## config.mk

```make
export PLATFORM = sky130hd
export DESIGN_NAME = id_operand_unit
export DESIGN_NICKNAME = d
export VERILOG_FILES = /design/src/rtl/id_operand_unit.sv
export SDC_FILE = /design/constraint.sdc
export NUM_CORES = 1
export LEC_CHECK = 0
export CAP_MARGIN = 20
export CORE_AREA = 2 2 172 174
export DETAILED_ROUTE_END_ITERATION = 7
export DIE_AREA = 0 0 174 176
export PLACE_DENSITY_LB_ADDON = 0.25
export SYNTH_ARGS = -nofsm -noshare
export SYNTH_HDL_FRONTEND = slang
export SYNTH_SLANG_ARGS = --single-unit
```

## constraint.sdc

```tcl
create_clock -name clk -period 10.03 [get_ports clk]
set_clock_uncertainty 0.15 [all_clocks]
set_input_delay 2.006 -clock clk [delete_from_list [all_inputs] [get_ports clk]]
set_output_delay 2.006 -clock clk [all_outputs]
set_load 0.01 [all_outputs]
```

## src/rtl/id_operand_unit.sv

```systemverilog
// id_operand_unit: decode-stage operand unit.
// Holds one instruction in a valid/allow-in register, resolves NRD source
// operands through NFWD prioritised forwarding ports, and stalls on a
// per-register latency scoreboard.
// Optional feature: define ID_OPERAND_PERF_EN to build the stall-cycle counter.
module id_operand_unit #(
    parameter int XLEN   = 32,
    parameter int REG_AW = 5,
    parameter int NRD    = 2,
    parameter int NFWD   = 3,
    parameter int PAY_W  = 64,
    parameter int LAT_W  = 2
) (
    input  logic                   clk,
    input  logic                   rst,
    input  logic                   in_valid,
    output logic                   in_allow,
    input  logic [PAY_W-1:0]       in_payload,
    input  logic [NRD-1:0]         in_rs_en,
    input  logic [NRD*REG_AW-1:0]  in_rs_addr,
    input  logic                   in_rd_we,
    input  logic [REG_AW-1:0]      in_rd_addr,
    input  logic [LAT_W-1:0]       in_lat,
    input  logic                   flush,
    output logic [NRD*REG_AW-1:0]  rf_raddr,
    input  logic [NRD*XLEN-1:0]    rf_rdata,
    input  logic [NFWD-1:0]        fwd_valid,
    input  logic [NFWD-1:0]        fwd_we,
    input  logic [NFWD*REG_AW-1:0] fwd_addr,
    input  logic [NFWD*XLEN-1:0]   fwd_data,
    output logic                   out_valid,
    input  logic                   out_allow,
    output logic [PAY_W-1:0]       out_payload,
    output logic [NRD*XLEN-1:0]    out_rs_data,
    output logic                   out_rd_we,
    output logic [REG_AW-1:0]      out_rd_addr,
    output logic [31:0]            stall_cnt
);

    localparam int NREG = 1 << REG_AW;

    // Held instruction
    logic                  valid_q,   valid_d;
    logic [PAY_W-1:0]      payload_q, payload_d;
    logic [NRD-1:0]        rs_en_q,   rs_en_d;
    logic [NRD*REG_AW-1:0] rs_addr_q, rs_addr_d;
    logic                  rd_we_q,   rd_we_d;
    logic [REG_AW-1:0]     rd_addr_q, rd_addr_d;
    logic [LAT_W-1:0]      lat_q,     lat_d;

    // Scoreboard: remaining cycles until each register's result is forwardable
    logic [LAT_W-1:0] busy_q [NREG];
    logic [LAT_W-1:0] busy_d [NREG];

    logic [NRD*XLEN-1:0] rs_data;
    logic [NRD-1:0]      fwd_hit;
    logic                stall;
    logic                fire;

    // Operand resolve: lowest-index matching forwarding port wins, x0 reads 0
    always_comb begin
        rs_data = '0;
        fwd_hit = '0;
        stall   = 1'b0;
        for (int unsigned i = 0; i < NRD; i++) begin
            rs_data[i*XLEN +: XLEN] = rf_rdata[i*XLEN +: XLEN];
            for (int unsigned j = 0; j < NFWD; j++) begin
                if (!fwd_hit[i] && fwd_valid[j] && fwd_we[j] &&
                    (fwd_addr[j*REG_AW +: REG_AW] == rs_addr_q[i*REG_AW +: REG_AW])) begin
                    rs_data[i*XLEN +: XLEN] = fwd_data[j*XLEN +: XLEN];
                    fwd_hit[i] = 1'b1;
                end
            end
            if (rs_addr_q[i*REG_AW +: REG_AW] == '0) begin
                rs_data[i*XLEN +: XLEN] = '0;
            end
            if (valid_q && rs_en_q[i] && (busy_q[rs_addr_q[i*REG_AW +: REG_AW]] != '0)) begin
                stall = 1'b1;
            end
        end
    end

    assign out_valid   = valid_q & ~stall & ~flush;
    assign in_allow    = ~valid_q | (~stall & out_allow);
    assign fire        = out_valid & out_allow;
    assign rf_raddr    = rs_addr_q;
    assign out_payload = payload_q;
    assign out_rs_data = rs_data;
    assign out_rd_we   = rd_we_q;
    assign out_rd_addr = rd_addr_q;

    // Held-register next state: flush clears valid with priority over capture
    always_comb begin
        valid_d   = valid_q;
        payload_d = payload_q;
        rs_en_d   = rs_en_q;
        rs_addr_d = rs_addr_q;
        rd_we_d   = rd_we_q;
        rd_addr_d = rd_addr_q;
        lat_d     = lat_q;
        if (flush) begin
            valid_d = 1'b0;
        end else if (in_allow) begin
            valid_d = in_valid;
        end
        if (in_allow && in_valid && !flush) begin
            payload_d = in_payload;
            rs_en_d   = in_rs_en;
            rs_addr_d = in_rs_addr;
            rd_we_d   = in_rd_we;
            rd_addr_d = in_rd_addr;
            lat_d     = in_lat;
        end
    end

    // Held-register state
    always_ff @(posedge clk or posedge rst) begin
        if (rst) begin
            valid_q   <= 1'b0;
            payload_q <= '0;
            rs_en_q   <= '0;
            rs_addr_q <= '0;
            rd_we_q   <= 1'b0;
            rd_addr_q <= '0;
            lat_q     <= '0;
        end else begin
            valid_q   <= valid_d;
            payload_q <= payload_d;
            rs_en_q   <= rs_en_d;
            rs_addr_q <= rs_addr_d;
            rd_we_q   <= rd_we_d;
            rd_addr_q <= rd_addr_d;
            lat_q     <= lat_d;
        end
    end

    // Scoreboard next state: count down, issuing producer raises to max(cnt-1, lat)
    always_comb begin
        for (int unsigned r = 0; r < NREG; r++) begin
            busy_d[r] = (busy_q[r] != '0) ? busy_q[r] - LAT_W'(1) : '0;
        end
        if (fire && rd_we_q && (rd_addr_q != '0) && (lat_q != '0) &&
            (busy_d[rd_addr_q] < lat_q)) begin
            busy_d[rd_addr_q] = lat_q;
        end
        busy_d[0] = '0;
    end

    // Scoreboard state; flush leaves it untouched so older producers complete
    always_ff @(posedge clk or posedge rst) begin
        if (rst) begin
            for (int unsigned r = 0; r < NREG; r++) begin
                busy_q[r] <= '0;
            end
        end else begin
            for (int unsigned r = 0; r < NREG; r++) begin
                busy_q[r] <= busy_d[r];
            end
        end
    end

`ifdef ID_OPERAND_PERF_EN
    logic [31:0] stall_cnt_q, stall_cnt_d;

    // Saturating count of cycles lost to a scoreboard stall (flushed cycles excluded)
    always_comb begin
        stall_cnt_d = stall_cnt_q;
        if (stall && !flush && (stall_cnt_q != '1)) begin
            stall_cnt_d = stall_cnt_q + 32'd1;
        end
    end

    // Stall counter state
    always_ff @(posedge clk or posedge rst) begin
        if (rst) begin
            stall_cnt_q <= '0;
        end else begin
            stall_cnt_q <= stall_cnt_d;
        end
    end

    assign stall_cnt = stall_cnt_q;
`else
    assign stall_cnt = '0;
`endif

endmodule

```

======== After elaboration in Yosys (flattened, before gate mapping) ========
Index checks and enable logic that the tools add are counted.
storage, ports and cells
  word-level logic and storage cells ...... 220
  input bits .............................. 270
  bits in registers ....................... 147
  output and inout bits ................... 178
cells by class
  order comparisons ....................... 5
  bitwise logic cells ..................... 11
  muxes and demuxes ....................... 60
  reduce and logical (&&, ||, !) cells .... 69
  equal/unequal tests ..................... 6
  add/sub/neg operators ................... 31
operator list
  operator                                                               count
  32-bit two-way mux                                                     8
  2-bit two-way mux                                                      38
  2-bit nonzero test                                                     35
  64-bit bitwise mux                                                     1
  62-bit two-way mux                                                     1
  2-bit by 1-bit subtractor with 2-bit output (second input constant)    31
  2-bit binary-select mux with 5-bit select                              3
  5-bit equality test                                                    6
  1-bit logical AND                                                      26
  6-bit greater-or-equal comparator (second input constant)              3
  5-bit NOT with 6-bit output                                            3
  2-bit demux with 5-bit select                                          1
  5-bit zero test                                                        2
  1-bit two-way mux                                                      8
  6-bit by 1-bit < comparator with 1-bit output (second input constant)  1
  1-bit zero test                                                        5
  5-bit nonzero test                                                     1
  1-bit AND                                                              4
  1-bit NOT                                                              3
  2-bit < comparator                                                     1
  1-bit bitwise OR                                                       1

======== Depth between registers and ports, before layout ========
Gate-level depths: netlist of run 1.
  word-level depth ........................ 17
  depth in mapped cells ................... 17
  gate-level depth less buffers ........... 14

======== Least setup slack after synthesis of run 1 ========
OpenSTA, ideal clock, no wires.
  path kind ............................... input-to-output
  start ................................... in fwd_addr[3]
  end ..................................... out out_rs_data[44]
  path slack .............................. 4.197 ns
  data required time ...................... 7.874 ns
  cell stages on the path ................. 9
  data arrival time ....................... 3.677 ns
  path buffers ............................ 2
  cell sequence ........................... xor2_1 -> nor4_1 -> nand4_1 -> and3b_1 -> clkbuf_1 -> clkbuf_1 -> a211oi_1 -> a21oi_1 -> nor2_1
between the ends
  longest elaborated chain between the ends .. 14
  elaborated cells on any way between the ends .. 16
  those cells by class .................... 1 x eq/ne; 6 x mux; 9 x reduce/logical
ends and longest elaborated chain
  item                            line  RTL
  from (decl)                     29    input logic [NFWD*REG_AW-1:0] fwd_addr,
  5-bit equality test (*)         69    (fwd_addr[j*REG_AW +: REG_AW] == rs_addr_q[i*REG_AW +: REG_AW])) begin
  1-bit logical AND (*)           68    if (!fwd_hit[i] && fwd_valid[j] && fwd_we[j] &&
  1-bit two-way mux               68
  1-bit zero test                 68
  1-bit logical AND (3 in a row)  68
  1-bit two-way mux               68
  1-bit zero test                 68
  1-bit logical AND (3 in a row)  68
  32-bit two-way mux (*)          68
  32-bit two-way mux (*)          74    if (rs_addr_q[i*REG_AW +: REG_AW] == '0) begin
  to (decl)                       34    output logic [NRD*XLEN-1:0] out_rs_data,
Every way passes the cells marked *; elsewhere a longest branch is shown, timed or not.

======== Worst setup path after layout of run 1 ========
  start ................................... in fwd_addr[5]
  end ..................................... out out_rs_data[46]
between the ends
  longest elaborated chain between the ends .. 9
  elaborated cells on any way between the ends .. 10
  those cells by class .................... 1 x eq/ne; 4 x mux; 5 x reduce/logical
ends and longest elaborated chain
  item                            line
  5-bit equality test (*)         69
  1-bit logical AND (*)           68
  1-bit two-way mux               68
  1-bit zero test                 68
  1-bit logical AND (3 in a row)  68
  32-bit two-way mux (*)          68
  32-bit two-way mux (*)          74
Marked as above.

==> out/summary.md, run 1 <==
Walking the worst path, the cells encountered are clkdlybuf4s50_1, xnor2_1, nand4_1, or3_2, buf_4, and3b_2, a211oi_1, a21oi_1, nor2_1, clkdlybuf4s50_1. The combinational share of power is 0.371, and the overall power consumption is 2148 uW. Count of hold buffers inserted by post-cts repair: 0.

The peak ir drop on the vdd network was 0.0001161 V. Worst hold path class: reg2reg. The run gives 0.9443 as the weighted congestion reported at the end of routability-driven placement. During synthesis, Yosys emitted a total of 0 warnings. The run gives 11490 as the number of global-route vias before repair. The count of cells resized by post-cts repair was 0. The most frequent standard cell in the layout excluding fill and tap cells is sky130_fd_sc_hd__clkdlybuf4s50_1. Net switching fraction of the power: 0.3590. The height of the chip is 176 um.

Critical path capture point type: an output port. The area growth from synthesis to layout is 45.21%, and the initial detailed-routing violation count is 947. For the detailed-routing iteration count for the pre-antenna-repair pass, the log shows 7. The I/O pin count was 448; the flip-flop and latch count after synthesis was 147. The analysis attributes to cell leakage a power of 0.006894 uW. Detailed placement ended at an HPWL of 34740 um. Setup violations remaining at the end of the flow were counted as 0.

The die covers 30620 um2. Port buffering added 415 buffers. Relative slew slack: 0.3250. In the final routed layout, each cell accounts on average for 22.78 um.

The starting density of the core came out at 0.3762. The final critical delay including setup and external delays is 7.759 ns. The clock sink count is 147.

Total DRC errors in the routed layout: 0. The vias after detailed routing came out at 11626. The mapped cell area is 10740 um2. TritonCTS created 17 clock buffers. The tools report the buffers inserted during post-CTS setup optimization as 0. The most numerous cell type found on the critical path is sky130_fd_sc_hd__clkdlybuf4s50_1. For the part of the total power dissipated in the clock network, the log shows 0.297.

The utilization of the core after routing is 0.5462, and the post-synthesis average cell area is 8.154 um2. In this run the power density over the cells is 137.7 nW/um2. The initial antenna violation count was 11.

Setup repair after global routing left no endpoint under its margin. The largest fanout on the critical path is 46, and the data arrival time of the critical path is 5.60 ns. The clock edge transition at the registers on the reported setup and hold paths is 0.07 ns.

The share of async-settable or async-resettable flops after synthesis was 1.000; the number of nets in the final layout was 1930. The initialized floorplan defines 62 standard-cell rows. In this run the remaining antenna-violating nets after routing total 0.

The share of final-layout standard cells stronger than drive strength 1 is 0.06100. The critical setup path kind is in2out. The slowest stage of the critical path is the sky130_fd_sc_hd__and3b_2 cell. The count of endpoints failing hold in the final timing report came out at 0. The run gives 0 ns as the total negative setup slack.

The tree is rooted in a sky130_fd_sc_hd__clkbuf_16. For this block, the routed nets add up to 46990 um of wire. In this design, the stage delay of the slowest critical-path cell is 0.60 ns. The number of cells on the worst reg-to-reg path is 16.

The flow ran to the end, and the final reports show no timing, DRC or antenna violations. TritonCTS built the clock tree. The power share of the sequential group was 0.333. For the sequential fraction of the synthesis area, the log shows 0.3425. The number of vias per cell after detailed routing came out at 5.635. The library cells used most frequently in the layout, excluding fill and tap cells, are 415 x sky130_fd_sc_hd__clkdlybuf4s50_1, 271 x sky130_fd_sc_hd__nand2_1, 147 x sky130_fd_sc_hd__dfrtp_1. The actual transition at the worst max-transition pin works out to 1.013 ns. After synthesis, the netlist uses 62 different library cells. The max capacitance violation total is 0, and the maximum buffer depth of the clock tree is 2. Yosys mapped a number of flops with a built-in enable equal to 0.

The most common flop cell mapped by yosys was sky130_fd_sc_hd__dfrtp_1. After global routing the overflow that remains totals 0. The tools report the kind of launch point of the worst setup path as an input port.

The fraction of the cycle the final worst path needs was 0.7735; the number of pins with negative max-slew slack in the final report was 0. For the all-layer global routing usage, the log shows 0.2963. The width of the chip is 174 um. The placeable core area is 28550 um2, and the total number of H-tree levels is 4. The tools report the pin count of the biggest net entering global routing as 91. After technology mapping, the gate count stands at 1317.

The logs give 1377 uW for the cell internal power dissipation and 128.9 MHz for the timing-limited maximum frequency. The count of cells along the worst hold path was 2; the net load switching power was 771.0 uW. The wire length of the first global-routing pass came out at 70350 um. Data on the critical path is required at its endpoint by 7.87 ns.

For the later-pin clock latency in the skew report, the log shows 0.42 ns.
-- final cells by class --
cell class	count	area (um2)
timing repair buffer	444	4392
antenna	7	17.52
multi-input combinational	1038	6395
inverter	11	46.29
sequential	147	3679
clock buffer	18	429.2
tap	384	480.5
clock inverter	14	155.1
fill	2761	12950
-- stage by stage --
step | instance area, um2 | std cells | setup WS (ns) | hold slack [ns]
finish | 15590 | 2063 | 2.271 | 0.3810
global route | 15590 | 2062 | 2.142 | 0.4059
detailed placement | 14960 | 2023 | 2.187 | 0.3695
floorplan | 10860 | 1348 | 3.923 | 0.3724
CTS | 15550 | 2055 | 2.166 | 0.3805
global placement | 14960 | 2023 | 2.154 | 0.3626
-- state kept, by name, indices dropped and copies added, names as in the netlist --
register	flops
valid_q	1
out_rd_addr	5
rf_raddr	10
out_rd_we	1
lat_q	2
busy_q	62
rs_en_q	2
out_payload	64
-- worst max-delay path: cells and delay by family --
kind | cells | cell delay (ns)
buf+inv | 3 | 1.46
compound gates | 2 | 0.45
xor+xnor | 1 | 0.15
simple gates | 4 | 1.45
-- routing by layer --
metal / part of all wire / track usage
met5: 0.00098 / 0
met4: 0.031 / 0.1047
met3: 0.088 / 0.07773
met2: 0.48 / 0.4897
met1: 0.40 / 0.3757
-- kinds of logic (layout without fill, tap and decap cells) --
kind of cell | after synthesis | count (layout) | share of synthesized area
compound gates | 296 | 296 | 0.1815
xor+xnor | 30 | 30 | 0.02447
fa+ha+maj | 1 | 1 | 0.001165
buf+inv | 163 | 487 | 0.07736
flops | 147 | 147 | 0.3425
mux | 138 | 138 | 0.1421
other cells | 1 | 39 | 0.0003492
simple gates | 541 | 541 | 0.2305
-- synth_stat cells, types with 3 or more instances --
cell type | instances | area [um2]
sky130_fd_sc_hd__a211oi_1 | 39 | 292.8
sky130_fd_sc_hd__buf_2 | 34 | 170.2
sky130_fd_sc_hd__nor2b_1 | 11 | 68.82
sky130_fd_sc_hd__o211ai_1 | 36 | 270.3
sky130_fd_sc_hd__mux2i_1 | 121 | 1211
sky130_fd_sc_hd__xnor2_1 | 18 | 157.7
sky130_fd_sc_hd__mux4_2 | 9 | 202.7
sky130_fd_sc_hd__nor2_1 | 129 | 484.2
sky130_fd_sc_hd__mux2_4 | 6 | 90.09
sky130_fd_sc_hd__inv_1 | 10 | 37.54
sky130_fd_sc_hd__nor3b_1 | 10 | 75.07
sky130_fd_sc_hd__clkbuf_1 | 67 | 251.5
sky130_fd_sc_hd__o22ai_1 | 91 | 569.3
sky130_fd_sc_hd__nand2b_1 | 30 | 187.7
sky130_fd_sc_hd__nand3_1 | 6 | 30.03
sky130_fd_sc_hd__a21oi_1 | 89 | 445.4
sky130_fd_sc_hd__and3b_1 | 3 | 26.28
sky130_fd_sc_hd__nor3_1 | 23 | 115.1
sky130_fd_sc_hd__o21ai_0 | 7 | 35.03
sky130_fd_sc_hd__xor2_1 | 12 | 105.1
sky130_fd_sc_hd__buf_1 | 4 | 15.01
sky130_fd_sc_hd__buf_4 | 47 | 352.8
sky130_fd_sc_hd__nor4_1 | 5 | 31.28
sky130_fd_sc_hd__dfrtp_1 | 147 | 3679
sky130_fd_sc_hd__nand4_1 | 31 | 193.9
sky130_fd_sc_hd__nand2_1 | 272 | 1021
sky130_fd_sc_hd__nand4_4 | 6 | 127.6
sky130_fd_sc_hd__or3_1 | 5 | 31.28
sky130_fd_sc_hd__nand3b_1 | 3 | 22.52
sky130_fd_sc_hd__a22oi_1 | 5 | 37.54
sky130_fd_sc_hd__o21a_1 | 3 | 22.52
-- path summary, 6_finish.rpt --
check / from / end / slack [ns]
min: out_payload[7]$_DFFE_PP0P_ / out_payload[7]$_DFFE_PP0P_ / 0.38
max: fwd_addr[5] / out_rs_data[46] / 2.27
min in group asynchronous: rst / out_payload[59]$_DFFE_PP0P_ / 1.95
min reg2reg: out_payload[7]$_DFFE_PP0P_ / out_payload[7]$_DFFE_PP0P_ / 0.38
max in group asynchronous: rst / busy_q[39]$_DFF_PP0_ / 6.45
max reg2reg: out_rd_addr[0]$_DFFE_PP0P_ / busy_q[0]$_DFF_PP0_ / 5.02
-- power by group through the flow --
stage	clock (uW)	sequential, uW	combinational, uW
CTS	641	714	794
finish	637	715	796
detailed placement	0	723	789
floorplan	0	716	365
global route	668	721	850
global placement	0	721	788
Note: power is estimated with default switching activity, not from simulation.
==> inputs of run 2 (changes only) <==
==> constraint.sdc (replaced) <==
create_clock -name clk -period 6.25 [get_ports clk]
set_clock_uncertainty 0.15 [all_clocks]
set_input_delay 1.25 -clock clk [delete_from_list [all_inputs] [get_ports clk]]
set_output_delay 1.25 -clock clk [all_outputs]
set_load 0.01 [all_outputs]
==> run 2 against run 1 <==
Worst hold slack better by 0.0011 ns. Clock power is 59% higher. Combinational power up 62%. Sequential power rose by 62%. Highest routed layer unchanged.
==> out/summary.md, run 2 (synthesis gave the netlist of run 1 again) <==
The tools report the root cell of the clock tree as sky130_fd_sc_hd__clkbuf_16. Setup violations remaining at the end of the flow were counted as 0. Post-CTS timing repair inserted 0 buffers for setup.

Number of nets in the final layout: 1941. The relative slew slack was 0.3518; the total placed cells including tap cells was 2035. The critical setup path kind was in2out. The count of endpoints failing hold in the final timing report is 0, and the share of final-layout standard cells stronger than drive strength 1 is 0.06714. For the finished layout, the period the worst path requires is 5.928 ns. The non-filler instance count after layout was 2072; the clock edge transition at the registers on the reported setup and hold paths was 0.07 ns. STA classifies the critical path startpoint as an input port. The number of input and output port buffers inserted was 415. For the row count, the log shows 62. The detailed-routing iteration count for the pre-antenna-repair pass is 5, and the number of pins with negative max-slew slack in the final report is 0. Total number of H-tree levels: 4. Counting both buffers and inverters, the worst setup path holds a total of 3. The placeable core area was 28550 um2.

The path class of the tightest hold or removal check is reg2reg. The area growth from synthesis to layout works out to 46.23%. The wire length per cell is 23.03 um. Once the clock tree was built, the resizer swapped 0 gates to a different size.

Summed over all layers, the routed wires come to 47710 um. The top cell types in the final layout, fill and taps aside, are 415 x sky130_fd_sc_hd__clkdlybuf4s50_1, 271 x sky130_fd_sc_hd__nand2_1, 147 x sky130_fd_sc_hd__dfrtp_1. The weighted congestion reported at the end of routability-driven placement was 0.9835. The clock drives 147 sinks. At the later pin of the worst-skew pair, clock insertion delay measures 0.43 ns. The number of vias per cell after detailed routing came out at 5.630. For the count of hold buffers inserted by post-cts repair, the log shows 0. In this run the remaining antenna-violating nets after routing total 0. Summed over all nets, the half-perimeter wirelength after detailed placement is 35730 um. Entering global routing, the biggest net connects 85 pins. Starting density of the core: 0.3762. The cell with the biggest individual delay on the critical path was sky130_fd_sc_hd__and3b_2. The height of the chip was 176 um; the I/O pin count was 448. Across the VDD grid, the largest voltage drop is 0.0002157 V. The tightest hold path in the finished design has a slack of 0.3821 ns. The final route contains 11665 vias. The tools report the timing-limited maximum frequency as 168.7 MHz. The run gives 70660 um as the wire length of the first global-routing pass. The fraction of the cycle the final worst path needs came out at 0.9485.

The die covers 30620 um2. The run gives 0 as the max capacitance violation total. Tracing the worst setup path back leads to its startpoint at fwd_addr[2]. The total overflow left after global routing is 0. Kind of cell with the highest combined delay on the critical path: simple AND/OR/NAND/NOR gates. For the storage element area, the log shows 3679 um2.

Leaving out fill and tap cells, the most frequent cell in the layout is sky130_fd_sc_hd__clkdlybuf4s50_1. The layout has 2673 filler cells. The maximum single-stage delay on the critical path was 0.64 ns. In this run the worst path has a maximum fanout of 32. The longest clock path from root to sink contains 2 buffers.

The actual transition at the worst max-transition pin was 0.9713 ns; the data arrival time of the critical path was 4.53 ns. For the total DRC errors in the routed layout, the log shows 0. TritonCTS built the clock tree.

The initial antenna violation count was 8; the width of the chip was 174 um. The number of clock buffers added by TritonCTS is 17. The signal on the critical path passes through clkdlybuf4s50_1, xor2_1, nor4_1, nand4_1, and3b_2, buf_4, a211oi_1, a21oi_1, nor2_1, clkdlybuf4s50_1.

Setup repair after global routing left no endpoint under its margin. Summed over all failing endpoints, the final setup total negative slack is 0 ns. The power density over cell area was 220.7 nW/um2. By instance count, the cell type seen most on the critical path is sky130_fd_sc_hd__clkdlybuf4s50_1.

In this run the critical register-to-register path is launched from out_rd_addr[0]$_DFFE_PP0P_. In this run, the number of DRC markers left after iteration 0 of detailed routing was 904. Cell leakage power: 0.006954 uW.

The flow ran to the end, and the final reports show no timing, DRC or antenna violations. The all-layer global routing usage was 0.3021. The multi-input combinational cells in the finished layout cover a total of 6395 um2. The register with the most flip-flops in the layout has 64 of them.

The startpoint identified for the worst hold timing path is out_payload[7]$_DFFE_PP0P_. The number of global-route vias before repair came out at 11418. Critical path capture point type: an output port. Data on the critical path is required at its endpoint by 4.85 ns.
==> run 2: routing by layer <==
layer | vias up | share of wire | routed length, um | track usage
li1 | 5332 | - | - | -
met2 | 670 | 0.47 | 22210 | 0.4851
met5 | - | 0.00071 | 34 | 0
met3 | 119 | 0.10 | 4913 | 0.08979
met1 | 5538 | 0.39 | 18540 | 0.3751
met4 | 6 | 0.042 | 2008 | 0.1404
==> run 2: layout make-up <==
class,instances,share of cell area
inverters,11,0.002948
repair buffers,455,0.2876
clock inverters,14,0.009242
multi-input cells,1038,0.4072
clock buffers,18,0.02733
well taps,384,0.03060
flip-flops and latches,147,0.2342
diodes,5,0.0007967
==> run 2: report_power, final <==
part | internal [uW] | switching (uW)
Sequential | 1040 | 124
Clock | 562 | 451
Combinational | 641 | 647
Total | 2240 | 1220
==> run 2: final timing paths <==
path / slack (ns) / endpoint / cells after the start
max: 0.32 / out_rs_data[54] / 10
max reg2reg: 1.12 / busy_q[44]$_DFF_PP0_ / 17
min: 0.38 / out_payload[7]$_DFFE_PP0P_ / 2
min reg2reg: 0.38 / out_payload[7]$_DFFE_PP0P_ / 2
max in group asynchronous: 3.84 / out_payload[2]$_DFFE_PP0P_ / 3
min in group asynchronous: 1.02 / out_payload[63]$_DFFE_PP0P_ / 2
==> run 2: tightest hold or removal path: stages, from the launching register on <==
cell and delay, ns:
sky130_fd_sc_hd__dfrtp_1 0.38, sky130_fd_sc_hd__nand2_1 0.06, sky130_fd_sc_hd__o22ai_1 0.05
==> run 2: stage by stage <==
step / util / cell area [um2] / power (uW) / setup slack [ns]
global placement: 0.5295 / 15120 / 2444 / 0.4006
detailed placement: 0.5295 / 15120 / 2445 / 0.3980
finish: 0.5501 / 15700 / 3465 / 0.3221
CTS: 0.5497 / 15690 / 3467 / 0.3924
global route: 0.5499 / 15700 / 3607 / 0.2562
floorplan: - / 10860 / 1735 / 0.8987
==> inputs of run 3 (changes only) <==
--- a/config.mk
+++ b/config.mk
@@ -7,6 +7,7 @@
 export LEC_CHECK = 0
 export CAP_MARGIN = 20
 export CORE_AREA = 2 2 172 174
+export CTS_CLUSTER_DIAMETER = 50
 export DETAILED_ROUTE_END_ITERATION = 7
 export DIE_AREA = 0 0 174 176
 export PLACE_DENSITY_LB_ADDON = 0.25
==> results of run 3 <==
Same layout as run 2: the final DEF is identical, and so are final timing and power.
